`config.mk`:
```
export PLATFORM = sky130hd
export DESIGN_NAME = ps2if
export DESIGN_NICKNAME = d
export VERILOG_FILES = /design/src/rtl/ps2if.sv
export SDC_FILE = /design/constraint.sdc
export NUM_CORES = 1
export LEC_CHECK = 0
export ABC_AREA = 1
export CAP_MARGIN = 15
export CELL_PAD_IN_SITES_DETAIL_PLACEMENT = 1
export CELL_PAD_IN_SITES_GLOBAL_PLACEMENT = 2
export CORE_AREA = 2 2 147 149
export DETAILED_ROUTE_END_ITERATION = 10
export DIE_AREA = 0 0 149 151
export GPL_TIMING_DRIVEN = 0
export PLACE_DENSITY_LB_ADDON = 0.1
export SLEW_MARGIN = 30
export SYNTH_ARGS = -nofsm -noshare
export SYNTH_HDL_FRONTEND = slang
export SYNTH_SLANG_ARGS = --single-unit
```
`constraint.sdc`:
```
create_clock -name CLK -period 5.45 [get_ports CLK]
set_input_delay 1.09 -clock CLK [delete_from_list [all_inputs] [get_ports CLK]]
set_output_delay 1.09 -clock CLK [all_outputs]
set_load 0.02 [all_outputs]
```
`src/rtl/ps2if.sv`:
```
// PS/2 keyboard receiver: synchronizes the PS/2 pins, deframes 11-bit frames into a 16-deep FIFO.
// Optional PS2IF_GLITCH_FILTER_EN adds a 4-sample stability filter on the synchronized PS/2 clock.
module ps2if #(
  parameter int FIFO_AW = 4,
  parameter int TIMEOUT = 50000
) (
  input  logic        CLK,
  input  logic        RST,
  input  logic [31:0] IO_Address,
  input  logic [31:0] IO_Write_Data,
  input  logic        WR,
  output logic [31:0] RDATA,
  input  logic        PS2CLK,
  input  logic        PS2DATA
);

  localparam int DEPTH = 1 << FIFO_AW;
  localparam int TW    = $clog2(TIMEOUT + 1);

  typedef enum logic [1:0] {S_IDLE, S_DATA, S_PARITY, S_STOP} state_t;

  logic clk_s1, clk_s2, dat_s1, dat_s2, clk_prev, clk_lvl, fall;

  always_ff @(posedge CLK) begin
    if (RST) begin
      clk_s1   <= 1'b1;
      clk_s2   <= 1'b1;
      dat_s1   <= 1'b1;
      dat_s2   <= 1'b1;
      clk_prev <= 1'b1;
    end else begin
      clk_s1   <= PS2CLK;
      clk_s2   <= clk_s1;
      dat_s1   <= PS2DATA;
      dat_s2   <= dat_s1;
      clk_prev <= clk_lvl;
    end
  end

`ifdef PS2IF_GLITCH_FILTER_EN
  logic [2:0] clk_hist;
  logic       clk_filt;

  // Level follows the synchronized clock only after four equal samples in a row.
  always_ff @(posedge CLK) begin
    if (RST) begin
      clk_hist <= '1;
      clk_filt <= 1'b1;
    end else begin
      clk_hist <= {clk_hist[1:0], clk_s2};
      if ({clk_hist, clk_s2} == 4'b0000)
        clk_filt <= 1'b0;
      else if ({clk_hist, clk_s2} == 4'b1111)
        clk_filt <= 1'b1;
    end
  end

  assign clk_lvl = clk_filt;
`else
  assign clk_lvl = clk_s2;
`endif

  assign fall = clk_prev & ~clk_lvl;

  state_t        state;
  logic [7:0]    shreg;
  logic [2:0]    bit_cnt;
  logic          par_bit;
  logic [TW-1:0] tcnt;
  logic          timeout_hit;

  assign timeout_hit = (state != S_IDLE) && !fall && (tcnt == TW'(TIMEOUT));

  always_ff @(posedge CLK) begin
    if (RST) begin
      state   <= S_IDLE;
      shreg   <= '0;
      bit_cnt <= '0;
      par_bit <= 1'b0;
      tcnt    <= '0;
    end else if (state == S_IDLE) begin
      tcnt <= '0;
      if (fall && !dat_s2) begin
        state   <= S_DATA;
        bit_cnt <= '0;
      end
    end else if (fall) begin
      tcnt <= '0;
      case (state)
        S_DATA: begin
          shreg   <= {dat_s2, shreg[7:1]};
          bit_cnt <= bit_cnt + 3'd1;
          if (bit_cnt == 3'd7)
            state <= S_PARITY;
        end
        S_PARITY: begin
          par_bit <= dat_s2;
          state   <= S_STOP;
        end
        default: state <= S_IDLE;
      endcase
    end else if (timeout_hit) begin
      state <= S_IDLE;
      tcnt  <= '0;
    end else begin
      tcnt <= tcnt + 1'b1;
    end
  end

  logic frame_end, parity_ok, push, ferr_set, perr_set;

  // The STOP edge is judged combinationally so the byte lands in the FIFO on that same edge.
  always_comb begin
    frame_end = fall && (state == S_STOP);
    parity_ok = ^{shreg, par_bit};
    push      = frame_end && dat_s2 && parity_ok;
    perr_set  = frame_end && dat_s2 && !parity_ok;
    ferr_set  = (frame_end && !dat_s2) || timeout_hit;
  end

  logic [7:0]         mem [DEPTH];
  logic [FIFO_AW-1:0] wptr, rptr;
  logic [FIFO_AW:0]   count;
  logic               full, empty, pop, wr_en, ovf_set;
  logic               ovf, perr, ferr;
  logic               clr_ovf, clr_perr, clr_ferr;

  always_comb begin
    full     = (count == (FIFO_AW + 1)'(DEPTH));
    empty    = (count == '0);
    pop      = WR && !IO_Address[2] && !empty;
    wr_en    = push && (!full || pop);
    ovf_set  = push && full && !pop;
    clr_ovf  = WR && IO_Address[2] && IO_Write_Data[8];
    clr_perr = WR && IO_Address[2] && IO_Write_Data[9];
    clr_ferr = WR && IO_Address[2] && IO_Write_Data[10];
  end

  always_ff @(posedge CLK) begin
    if (wr_en)
      mem[wptr] <= shreg;
  end

  always_ff @(posedge CLK) begin
    if (RST) begin
      wptr  <= '0;
      rptr  <= '0;
      count <= '0;
      ovf   <= 1'b0;
      perr  <= 1'b0;
      ferr  <= 1'b0;
    end else begin
      if (wr_en)
        wptr <= wptr + 1'b1;
      if (pop)
        rptr <= rptr + 1'b1;
      case ({wr_en, pop})
        2'b10:   count <= count + 1'b1;
        2'b01:   count <= count - 1'b1;
        default: count <= count;
      endcase
      ovf  <= ovf_set  | (ovf  & ~clr_ovf);
      perr <= perr_set | (perr & ~clr_perr);
      ferr <= ferr_set | (ferr & ~clr_ferr);
    end
  end

  always_comb begin
    RDATA = '0;
    if (!IO_Address[2]) begin
      RDATA[8]   = !empty;
      RDATA[7:0] = empty ? 8'h00 : mem[rptr];
    end else begin
      RDATA[FIFO_AW:0] = count;
      RDATA[10:8]      = {ferr, perr, ovf};
    end
  end

  logic unused_ok;
  assign unused_ok = ^{IO_Address[31:3], IO_Address[1:0],
                       IO_Write_Data[31:11], IO_Write_Data[7:0]};

endmodule

```
== Yosys cells after proc, flatten, opt, wreduce, memory -nomap -nowiden ==
Memory sizes are Yosys's and may differ from the RTL's. A register that Yosys moved wholly into a read port is not among the register bits.
Cells that the tools add are included.

* Output and inout bits: 32
* Register bits after elaboration: 51
* Bits of input ports: 69
* Memories: 1
* RAM bits: 128
* Word-level logic and storage cells: 104

{| class="wikitable"
|+ Memories
! name !! words !! bits a word !! rd ports !! clocked after memory_dff !! write ports !! line !! RTL
|-
| mem || 16 || 8 || 1 || 1 || 1 || 121 || <nowiki>logic [7:0] mem [DEPTH];</nowiki>
|}

* Equal/unequal tests: 10
* Bitwise operators: 12
* Multiplexer cells: 20
* Reduce and logical (&&, ||, !) cells: 39
* Add/sub/neg operators: 6

{| class="wikitable"
|+ Operators with widths
! cell !! count
|-
| 1-bit logical AND || 17
|-
| 16-bit by 1-bit adder with 16-bit output (second input constant) || 1
|-
| 16-bit equality test (second input constant) || 1
|-
| 3-bit two-way mux || 5
|-
| 2-bit two-way mux || 6
|-
| 3-bit AND reduction || 4
|-
| 5-bit one-hot mux with 2 select lines || 1
|-
| 9-bit parity || 1
|-
| 4-bit by 1-bit adder with 4-bit output (second input constant) || 2
|-
| 4-bit two-way mux || 2
|-
| 8-bit two-way mux || 1
|-
| 2-bit nonzero test || 4
|-
| 1-bit zero test || 7
|-
| 2-bit equality test (second input constant) || 3
|-
| 5-bit by 1-bit adder with 5-bit output (second input constant) || 1
|-
| 5-bit equality test (second input constant) || 1
|-
| 5-bit zero test || 1
|-
| 5-bit two-way mux || 1
|-
| 1-bit inverter || 5
|-
| 5-bit by 1-bit subtractor with 5-bit output (second input constant) || 1
|-
| 1-bit AND || 4
|-
| 2-bit by 1-bit equality test with 1-bit output (second input constant) || 2
|-
| 4-bit inequality test (second input constant) || 1
|-
| 2-bit one-hot mux with 2 select lines || 1
|-
| other kinds (9) || 14
|}

== Longest topological paths before layout ==
Gate-level depths: netlist (run 1).

* Depth in word-level cells: 8
* Gate-level depth with buffers: 23
* Gate-level depth less buffers: 23

== Worst setup path after synthesis (run 1) ==
Ideal clock, no wire load.

* Path type: input port to output port
* Start point: input IO_Address[2]
* End point: output RDATA[0]
* Buffers on the path: 0
* Path slack: 2.296 ns
* Stages on the path: 3
* Arrival: 2.064 ns
* Required time: 4.360 ns
* Cell sequence: inv_1 > nand2_1 > o32ai_1

* Word-level cells in the longest chain between the ends: 1

{| class="wikitable"
|+ RTL lines
! item !! line !! RTL
|-
| from (decl) || 9 || <nowiki>input logic [31:0] IO_Address,</nowiki>
|-
| 5-bit two-way mux || 170 || <nowiki>if (!IO_Address[2]) begin</nowiki>
|-
| to (decl) || 12 || <nowiki>output logic [31:0] RDATA,</nowiki>
|}

No other way between the ends.

== Worst setup path in the final report (run 1) ==
* Start point: input IO_Address[2]
* End point: output RDATA[4]

Same word-level chain as after synthesis.

==> results of run 1 <==
cells by family after synthesis:
family / Yosys count
other cells: 1
simple gates: 183
fa+ha+maj: 14
compound gates: 173
buf+inv: 144
mux: 32
flops: 183
xor+xnor: 9
per-stage QoR:
| step | power (mW) | util | instance area [sq um] | cells |
|---|---|---|---|---|
| 5_1_grt | 3.09 | 0.444 | 9240 | 1084 |
| 6_report | 2.98 | 0.444 | 9240 | 1084 |
| 3_3_place_gp | 1.84 | 0.417 | 8680 | 1052 |
| 4_1_cts | 3.01 | 0.444 | 9240 | 1084 |
| 2_1_floorplan | 1.75 | - | 8160 | 759 |
| 3_5_place_dp | 1.84 | 0.417 | 8680 | 1052 |
Yosys cell counts (2+ instances only):
| cell type | n | area, sq um |
|---|---|---|
| nor2_2 | 3 | 18.8 |
| nand2_2 | 7 | 43.8 |
| xor2_1 | 5 | 43.8 |
| a211oi_1 | 2 | 15.0 |
| edfxtp_1 | 128 | 3840 |
| clkbuf_1 | 20 | 75.1 |
| or2_2 | 5 | 31.3 |
| nor3_2 | 2 | 20.0 |
| inv_2 | 6 | 22.5 |
| ha_1 | 14 | 175 |
| o21ai_1 | 2 | 10.0 |
| nand2_1 | 75 | 282 |
| a31oi_1 | 3 | 18.8 |
| nand2_4 | 2 | 22.5 |
| nor3_1 | 8 | 40.0 |
| o32ai_1 | 5 | 43.8 |
| nor4_1 | 2 | 12.5 |
| and3_1 | 2 | 12.5 |
| inv_1 | 88 | 330 |
| nand4_1 | 3 | 18.8 |
| nand3_1 | 22 | 110 |
| mux2i_1 | 32 | 320 |
| nor2_1 | 38 | 143 |
| buf_4 | 21 | 158 |
| o21ai_0 | 49 | 245 |
| xnor2_1 | 3 | 26.3 |
| dfxtp_1 | 55 | 1100 |
| buf_2 | 7 | 35.0 |
| nand3_2 | 4 | 40.0 |
| o211ai_1 | 33 | 248 |
| nor3b_1 | 2 | 15.0 |
| a21oi_1 | 73 | 365 |
| nor2_4 | 2 | 22.5 |
flip-flops by register name, summed over array words and instances (netlist names), named ones only:
name,cells
count,5
shreg,8
rptr,4
perr,1
dat_s1,1
ferr,1
clk_lvl,1
bit_cnt,3
clk_prev,1
par_bit,1
clk_s1,1
dat_s2,1
mem,128
tcnt,16
state,2
wptr,4
ovf,1
how the worst max path moves through the flow:
| stage | slack (ns) | from | end |
|---|---|---|---|
| final | 0.98 | IO_Address[2] | RDATA[4] |
| after global routing | 0.86 | IO_Address[2] | RDATA[4] |
| after CTS | 0.97 | IO_Address[2] | RDATA[4] |
| after detailed placement | 0.96 | IO_Address[2] | RDATA[4] |
| after global placement | 1.00 | IO_Address[2] | RDATA[4] |
| after floorplan | 2.30 | IO_Address[2] | RDATA[0] |
critical path, cell delays in order:
cell and delay [ns]:
clkdlybuf4s50_1 0.54, inv_1 0.28, nand2_1 0.34, o32ai_1 0.45, clkdlybuf4s50_1 0.68
cell type report:
type	count	area (sq um)
timing repair buffer	18	180
tap	275	344
clock buffer	18	429
fill	2322	11600
sequential	183	4940
multi-input combinational	432	2580
buffer	49	272
inverter	95	362
clock inverter	14	123
power by group through the flow:
stage	logic, mW	registers, mW	clock network, mW
2_1_floorplan	0.214	1.54	0
3_3_place_gp	0.290	1.55	0
3_5_place_dp	0.295	1.55	0
4_1_cts	0.297	1.52	1.20
5_1_grt	0.329	1.52	1.24
6_report	0.293	1.52	1.17
metal layers:
| layer | GRT usage | wire length [microns] | up-vias |
|---|---|---|---|
| met4 | 0.0686 | 465 | 0 |
| met5 | 0 | 0 | - |
| li1 | - | - | 2651 |
| met3 | 0.0319 | 557 | 30 |
| met1 | 0.227 | 8700 | 2740 |
| met2 | 0.322 | 9900 | 77 |
==> impl_metrics.json, run 1 <==
{
  "synth_xor_area_frac": 0.0107,
  "cts.repair.resized": 0,
  "hpwl_microns": 14200,
  "slew_headroom": 0.360,
  "r2r_setup_slack_ns": 2.16,
  "synthMuxAreaShare": 0.0396,
  "die_area_sq_mm": 0.0225,
  "whs_ns": 0.412,
  "ios": 101,
  "cts_hold_buf": 0,
  "cp.arrival_ns": 3.38,
  "holdCritStartpoint": "clk_s1",
  "start_util": 0.388,
  "r2r_end": "mem[14][7]",
  "report.final.slew_viol_count": 0,
  "grt_pass1_vias": 5740,
  "root_buffer": "clkbuf_16",
  "cts_tree": "yes",
  "route.detailed.drc": 0,
  "path_class": "primary input to primary output",
  "worstPathMaxFanout": 9,
  "clkSinkCount": 183,
  "grt_first_pass_wirelength_microns": 31100,
  "io_buffers": 18,
  "pre_cts_ws_ns": 0.964,
  "p_seq_frac": 0.509,
  "r2r_start": "shreg[5]",
  "synth_top_family_by_area": "compound AO/OA/AOI/OAI gates",
  "startpoint_type": "primary input",
  "r2r_cells": 10,
  "htreeDepth": 4,
  "tns_ns": 0,
  "rsz0062_at_grt": "false",
  "gp_congestion": 0.815,
  "p_leak_nw": 3.29,
  "status": "finished, final reports clean",
  "period_share": 0.820,
  "synth.yosys.seq_area_share": 0.612,
  "powerDensity_mw_per_mm2": 323,
  "clk_pin_slew_ns": 0.07,
  "maxCapViolCount": 0,
  "switchingPower_mw": 0.748,
  "worst_pin_slew_ns": 0.956,
  "ys.flop_type": "edfxtp_1",
  "synth-seq-cells": 183,
  "die_width_microns": 149,
  "setup_violations": 0,
  "synth_cell_type_count": 49,
  "core_sq_mm": 0.0208,
  "synth_cells": 739,
  "die_h_microns": 151,
  "dr.pass1.iters": 4,
  "row_count": 53,
  "drive_gt1_frac": 0.122,
  "grt_overflow": 0,
  "synthToLayoutAreaGrowth_pct": 14.2,
  "grt_use_total": 0.183,
  "synth_compound_area_frac": 0.124,
  "post_cts_buffers": 0,
  "layout_common_cells": "128 x edfxtp_1, 88 x inv_1, 75 x nand2_1",
  "hold_depth": 1,
  "critPathRequiredTime_ns": 4.36,
  "wirelength_microns": 19600,
  "cts_buffer_depth": 2,
  "clockPowerShare": 0.392,
  "synth_area_sq_mm": 0.00809,
  "hold_viol": 0,
  "cts_buffers": 17,
  "ys_async_sr_fraction": 0,
  "final_antenna_net_count": 0,
  "wl_per_cell_microns": 18.1,
  "yosys.area_share.simple": 0.114,
  "synth.avg_cell_area_sq_um": 10.9,
  "via_count": 5498,
  "hold_path_end": "clk_lvl",
  "p_sw_frac": 0.251,
  "comb_power_share": 0.098,
  "nets": 879,
  "vias_per_cell": 5.07,
  "hp-class": "flop to flop",
  "period_needed_ns": 4.47,
  "drt_iter0_markers": 322,
  "cp-end-kind": "primary output",
  "internal_power_mw": 2.23,
  "irDropWorstVdd_mv": 0.215,
  "diodes": 0,
  "setup_ws_ns": 0.984,
  "yosys_warnings": 0,
  "fmax_mhz": 224,
  "grt_max_degree": 21,
  "final_common_cell": "edfxtp_1",
  "antenna_found_initial": 0,
  "synth-edff-count": 128,
  "finalClockSkew_ns": 0.0151,
  "yosys.area_share.adder": 0.0217,
  "clkLatencyLatePin_ns": 0.43
}
(Power assumes the default switching activity.)
==> run 2: changes to the inputs <==
- CORE_AREA: 2 2 147 149 -> 2 2 160 162
- DIE_AREA: 0 0 149 151 -> 0 0 162 164
- clock period: 5.45 -> 3.8 ns (I/O delays scaled with it)
==> impl_metrics.json, run 2 (same netlist as run 1, synthesis figures left out) <==
{
  "grtUsageMet1": 0.216,
  "post_cts_buffers": 0,
  "die_area_sq_mm": 0.0266,
  "start_util": 0.326,
  "clkSinkCount": 183,
  "tns_ns": 0,
  "grt_use_total": 0.165,
  "drive_gt1_frac": 0.134,
  "crit_top_cell": "clkdlybuf4s50_1",
  "powerDensity_mw_per_mm2": 469,
  "slew_headroom": 0.372,
  "core_sq_mm": 0.0248,
  "layout_common_cells": "128 x edfxtp_1, 88 x inv_1, 74 x nand2_1",
  "irDropWorstVdd_mv": 0.248,
  "ios": 101,
  "final_antenna_net_count": 0,
  "stdcell_area_sq_mm": 0.00936,
  "root_buffer": "clkbuf_16",
  "internal_power_mw": 3.23,
  "gr-usage-met3": 0.0323,
  "path_class": "primary input to primary output",
  "crit_chain": "clkdlybuf4s50_1 > inv_1 > nand2_2 > o32ai_1 > clkdlybuf4s50_1",
  "p_sw_frac": 0.264,
  "die_width_microns": 162,
  "regMostFlops": "mem",
  "cts_buffers": 17,
  "htreeDepth": 4,
  "critPathRequiredTime_ns": 3.04,
  "gp_congestion": 0.737,
  "antenna_found_initial": 0,
  "finalNonFillerCells": 1137,
  "reg.largest.list": "mem: 128 flops, tcnt: 16 flops, shreg: 8 flops",
  "grt_overflow": 0,
  "p_seq_frac": 0.496,
  "diodes": 0,
  "via_count": 5405,
  "route.detailed.drc": 0,
  "nets": 877,
  "startpoint_type": "primary input",
  "cp_slowest_cell": "clkdlybuf4s50_1",
  "cts_tree": "yes",
  "placed_area_sq_mm": 0.00875,
  "grt_max_degree": 21,
  "report.final.slew_viol_count": 0,
  "finalClockSkew_ns": 0.0127,
  "clockPowerShare": 0.405,
  "row_count": 58,
  "met2_usage": 0.280,
  "rsz0062_at_grt": "false",
  "vias_per_cell": 4.75,
  "dr.pass1.iters": 4,
  "final_common_cell": "edfxtp_1",
  "dp.cells": 1107,
  "cp-end-kind": "primary output",
  "period_needed_ns": 3.73,
  "clk_pin_slew_ns": 0.06,
  "worst_pin_slew_ns": 0.938,
  "hpwl_microns": 14800,
  "grt_first_pass_wirelength_microns": 32500,
  "io_buffers": 18,
  "status": "finished, final reports clean",
  "fmax_mhz": 268,
  "worstPathMaxFanout": 9,
  "switchingPower_mw": 1.16,
  "p_leak_nw": 3.32,
  "wl_per_cell_microns": 18.4,
  "drt_iter0_markers": 272,
  "busiest_layer": "met2",
  "totalPowerFinal_mw": 4.39,
  "clkLatencyLatePin_ns": 0.44,
  "comb_power_share": 0.099,
  "die_h_microns": 164,
  "largest_reg_flops": 128,
  "setup_violations": 0,
  "synthToLayoutAreaGrowth_pct": 15.8,
  "max_stage_delay_ns": 0.68,
  "cp.arrival_ns": 2.97,
  "grt_pass1_vias": 5616,
  "wirelength_microns": 20900,
  "maxCapViolCount": 0,
  "period_share": 0.982,
  "hp-class": "flop to flop",
  "cts_buffer_depth": 2,
  "hold_viol": 0
}
==> run 2: cell count changes in the layout (fill, tap and decap cells not counted), sizes merged <==
cell / delta
buf: -2
inv: +2
clkinv: +1
clkinvlp: -2
clkbuf: -1
==> run 2: worst max-delay path, delay by kind of cell <==
family | cells | cell delay (ns)
buffers and inverters | 3 | 1.53
and+or+nand+nor | 1 | 0.27
AOI/OAI and AO/OA | 1 | 0.41
==> run 2: area by class of cell <==
type / count / area [sq um]
multi-input cells: 432 / 2590
fillers: 2748 / 15500
repair buffers: 18 / 180
clock inverters: 15 / 163
plain buffers: 47 / 280
well taps: 330 / 413
flip-flops and latches: 183 / 4950
clock buffers: 17 / 425
inverters: 95 / 362
==> run 2: final timing paths <==
| path | from | to | slack (ns) | depth (start not counted) |
|---|---|---|---|---|
| min reg2reg | dat_s1 | dat_s2 | 0.41 | 1 |
| max reg2reg | shreg[5] | mem[0][4] | 0.51 | 12 |
| min | dat_s1 | dat_s2 | 0.41 | 1 |
| max | IO_Address[2] | RDATA[4] | 0.07 | 5 |
==> run 2: power groups by stage <==
stage / Sequential, mW / Clock (mW) / Combinational (mW)
after CTS: 2.18 / 1.82 / 0.440
after global placement: 2.22 / 0 / 0.428
final: 2.18 / 1.78 / 0.434
after floorplan: 2.21 / 0 / 0.307
after global routing: 2.18 / 1.90 / 0.485
after detailed placement: 2.22 / 0 / 0.439
==> run 2: routing by layer <==
layer,share of wire,up-vias
met4,0.014,0
met5,0,-
met2,0.48,99
li1,-,2636
met1,0.46,2654
met3,0.044,16
==> run 2: per-stage QoR <==
step | hold WS (ns) | util | setup slack (ns)
after floorplan | 0.389 | - | 1.28
final | 0.408 | 0.377 | 0.0670
after detailed placement | 0.395 | 0.353 | -0.0894
after CTS | 0.411 | 0.376 | 0.00713
after global routing | 0.426 | 0.377 | 0.0103
after global placement | 0.397 | 0.353 | -0.105
==> run 2: what timing repair did <==
action                                  CTS  global route
hold buffers                              0             0
gates resized for setup                   6             8
endpoints found under the setup margin    8             6
==> run 3: changes to the inputs <==
- CTS_CLUSTER_DIAMETER: default -> 200
- PLACE_DENSITY: default -> 0.76
- PLACE_DENSITY_LB_ADDON: 0.1 -> default
==> impl_metrics.json, run 3 (same netlist as run 1, synthesis figures left out) <==
{
  "pre_cts_ws_ns": -0.0263,
  "die_width_microns": 162,
  "period_needed_ns": 3.66,
  "slew_headroom": 0.350,
  "via_count": 5360,
  "row_count": 58,
  "grt_pass1_vias": 5450,
  "post_cts_buffers": 0,
  "wl_per_cell_microns": 16.8,
  "crit_chain": "clkdlybuf4s50_1 > inv_1 > nand2_2 > o32ai_1 > clkdlybuf4s50_1",
  "cp_top_family": "buffers and inverters",
  "htreeDepth": 4,
  "nets": 877,
  "start_util": 0.326,
  "root_buffer": "clkbuf_16",
  "layout_common_cells": "128 x edfxtp_1, 88 x inv_1, 74 x nand2_1",
  "status": "finished, final reports clean",
  "tns_ns": 0,
  "holdCritStartpoint": "clk_s1",
  "reg.largest.list": "mem: 128 flops, tcnt: 16 flops, shreg: 8 flops",
  "grt_overflow": 0,
  "die_area_sq_mm": 0.0266,
  "whs_ns": 0.415,
  "regMostFlops": "mem",
  "cts_tree": "yes",
  "vias_per_cell": 4.71,
  "grt_use_total": 0.149,
  "core_sq_mm": 0.0248,
  "fmax_mhz": 273,
  "cp.arrival_ns": 2.90,
  "nFillCells": 2744,
  "cp_slowest_cell": "clkdlybuf4s50_1",
  "grt_max_degree": 21,
  "rsz0062_at_grt": "false",
  "worstPathMaxFanout": 9,
  "diodes": 0,
  "irDropWorstVdd_mv": 0.275,
  "worst_pin_slew_ns": 0.971,
  "cp-end-kind": "primary output",
  "drt_iter0_markers": 289,
  "gp_congestion": 0.801,
  "final_antenna_net_count": 0,
  "period_share": 0.964,
  "hp-class": "flop to flop",
  "setup_ws_ns": 0.136,
  "cts_buffers": 17,
  "hpwl_microns": 13600,
  "dr.pass1.iters": 5,
  "setup_violations": 0,
  "critPathRequiredTime_ns": 3.04,
  "synthToLayoutAreaGrowth_pct": 15.9,
  "route.detailed.drc": 0,
  "drive_gt1_frac": 0.131,
  "startpoint_type": "primary input",
  "die_h_microns": 164,
  "final_common_cell": "edfxtp_1",
  "report.final.slew_viol_count": 0,
  "grt_first_pass_wirelength_microns": 29900,
  "wirelength_microns": 19100,
  "powerDensity_mw_per_mm2": 464,
  "p_leak_nw": 3.33,
  "crit_top_cell": "clkdlybuf4s50_1",
  "stdcell_area_sq_mm": 0.00937,
  "clkSinkCount": 183,
  "startpoint": "IO_Address[2]",
  "ios": 101,
  "r2r_start": "shreg[5]",
  "maxCapViolCount": 0,
  "finalClockSkew_ns": 0.0174,
  "path_class": "primary input to primary output",
  "antenna_found_initial": 0,
  "clk_pin_slew_ns": 0.08,
  "cts_hold_buf": 0,
  "cp.buffers_inverters": 3,
  "cts_buffer_depth": 2,
  "io_buffers": 18,
  "totalPowerFinal_mw": 4.35,
  "placed_area_sq_mm": 0.00875,
  "hold_viol": 0,
  "clkLatencyLatePin_ns": 0.44,
  "max_stage_delay_ns": 0.67,
  "largest_reg_flops": 128
}
## run 3: worst paths after layout
check                                  end  slack, ns  depth (start not counted)
worst max register to register  mem[14][4]       0.56                         10
worst min-delay path               clk_lvl       0.41                          1
worst min register to register     clk_lvl       0.41                          1
worst max-delay path              RDATA[2]       0.14                          5
## run 3: where the power goes
part           switching [mW]  total (mW)  leakage (nW)  internal (mW)
logic                   0.269       0.423          1.36          0.154
registers              0.0362        2.18          1.68           2.14
clock network           0.864        1.75         0.290          0.889
## run 3: metal layers
| metal | up-vias | GRT usage | part of all wire |
|---|---|---|---|
| li1 | 2649 | - | - |
| met1 | 2601 | 0.185 | 0.45 |
| met2 | 86 | 0.260 | 0.50 |
| met3 | 24 | 0.0295 | 0.036 |
| met4 | 0 | 0.0491 | 0.013 |
| met5 | - | 0 | 0 |
## run 3: final cells by class
| type | count | area (sq um) | area share |
|---|---|---|---|
| Inverter | 95 | 362 | 0.0386 |
| Clock buffer | 17 | 425 | 0.0454 |
| Sequential cell | 183 | 4950 | 0.528 |
| Clock inverter | 15 | 178 | 0.0190 |
| Tap cell | 330 | 413 | 0.0441 |
| Buffer | 47 | 278 | 0.0296 |
| Timing Repair Buffer | 18 | 183 | 0.0195 |
| Multi-Input combinational cell | 432 | 2590 | 0.276 |
## run 3: per-stage QoR
stage | util | std cells
2_1_floorplan | - | 759
3_3_place_gp | 0.353 | 1107
3_5_place_dp | 0.353 | 1107
4_1_cts | 0.377 | 1138
5_1_grt | 0.378 | 1137
6_report | 0.378 | 1137
## run 3: repair_timing
action | CTS | global route
pin swaps | 0 | 0
endpoints found under the setup margin | 3 | 7
gates resized for setup | 3 | 9
## run 3: worst register-to-register path, cell delays in order, from the launching register on
cell and delay [ns]:
dfxtp_1 0.79, inv_1 0.21, nand2_1 0.12, nand3_2 0.08
nand3_1 0.16, nand3_1 0.12, nand2_2 0.12, nand2_4 0.10
nor2_4 0.24, nand2_1 0.17, nor2_1 0.77
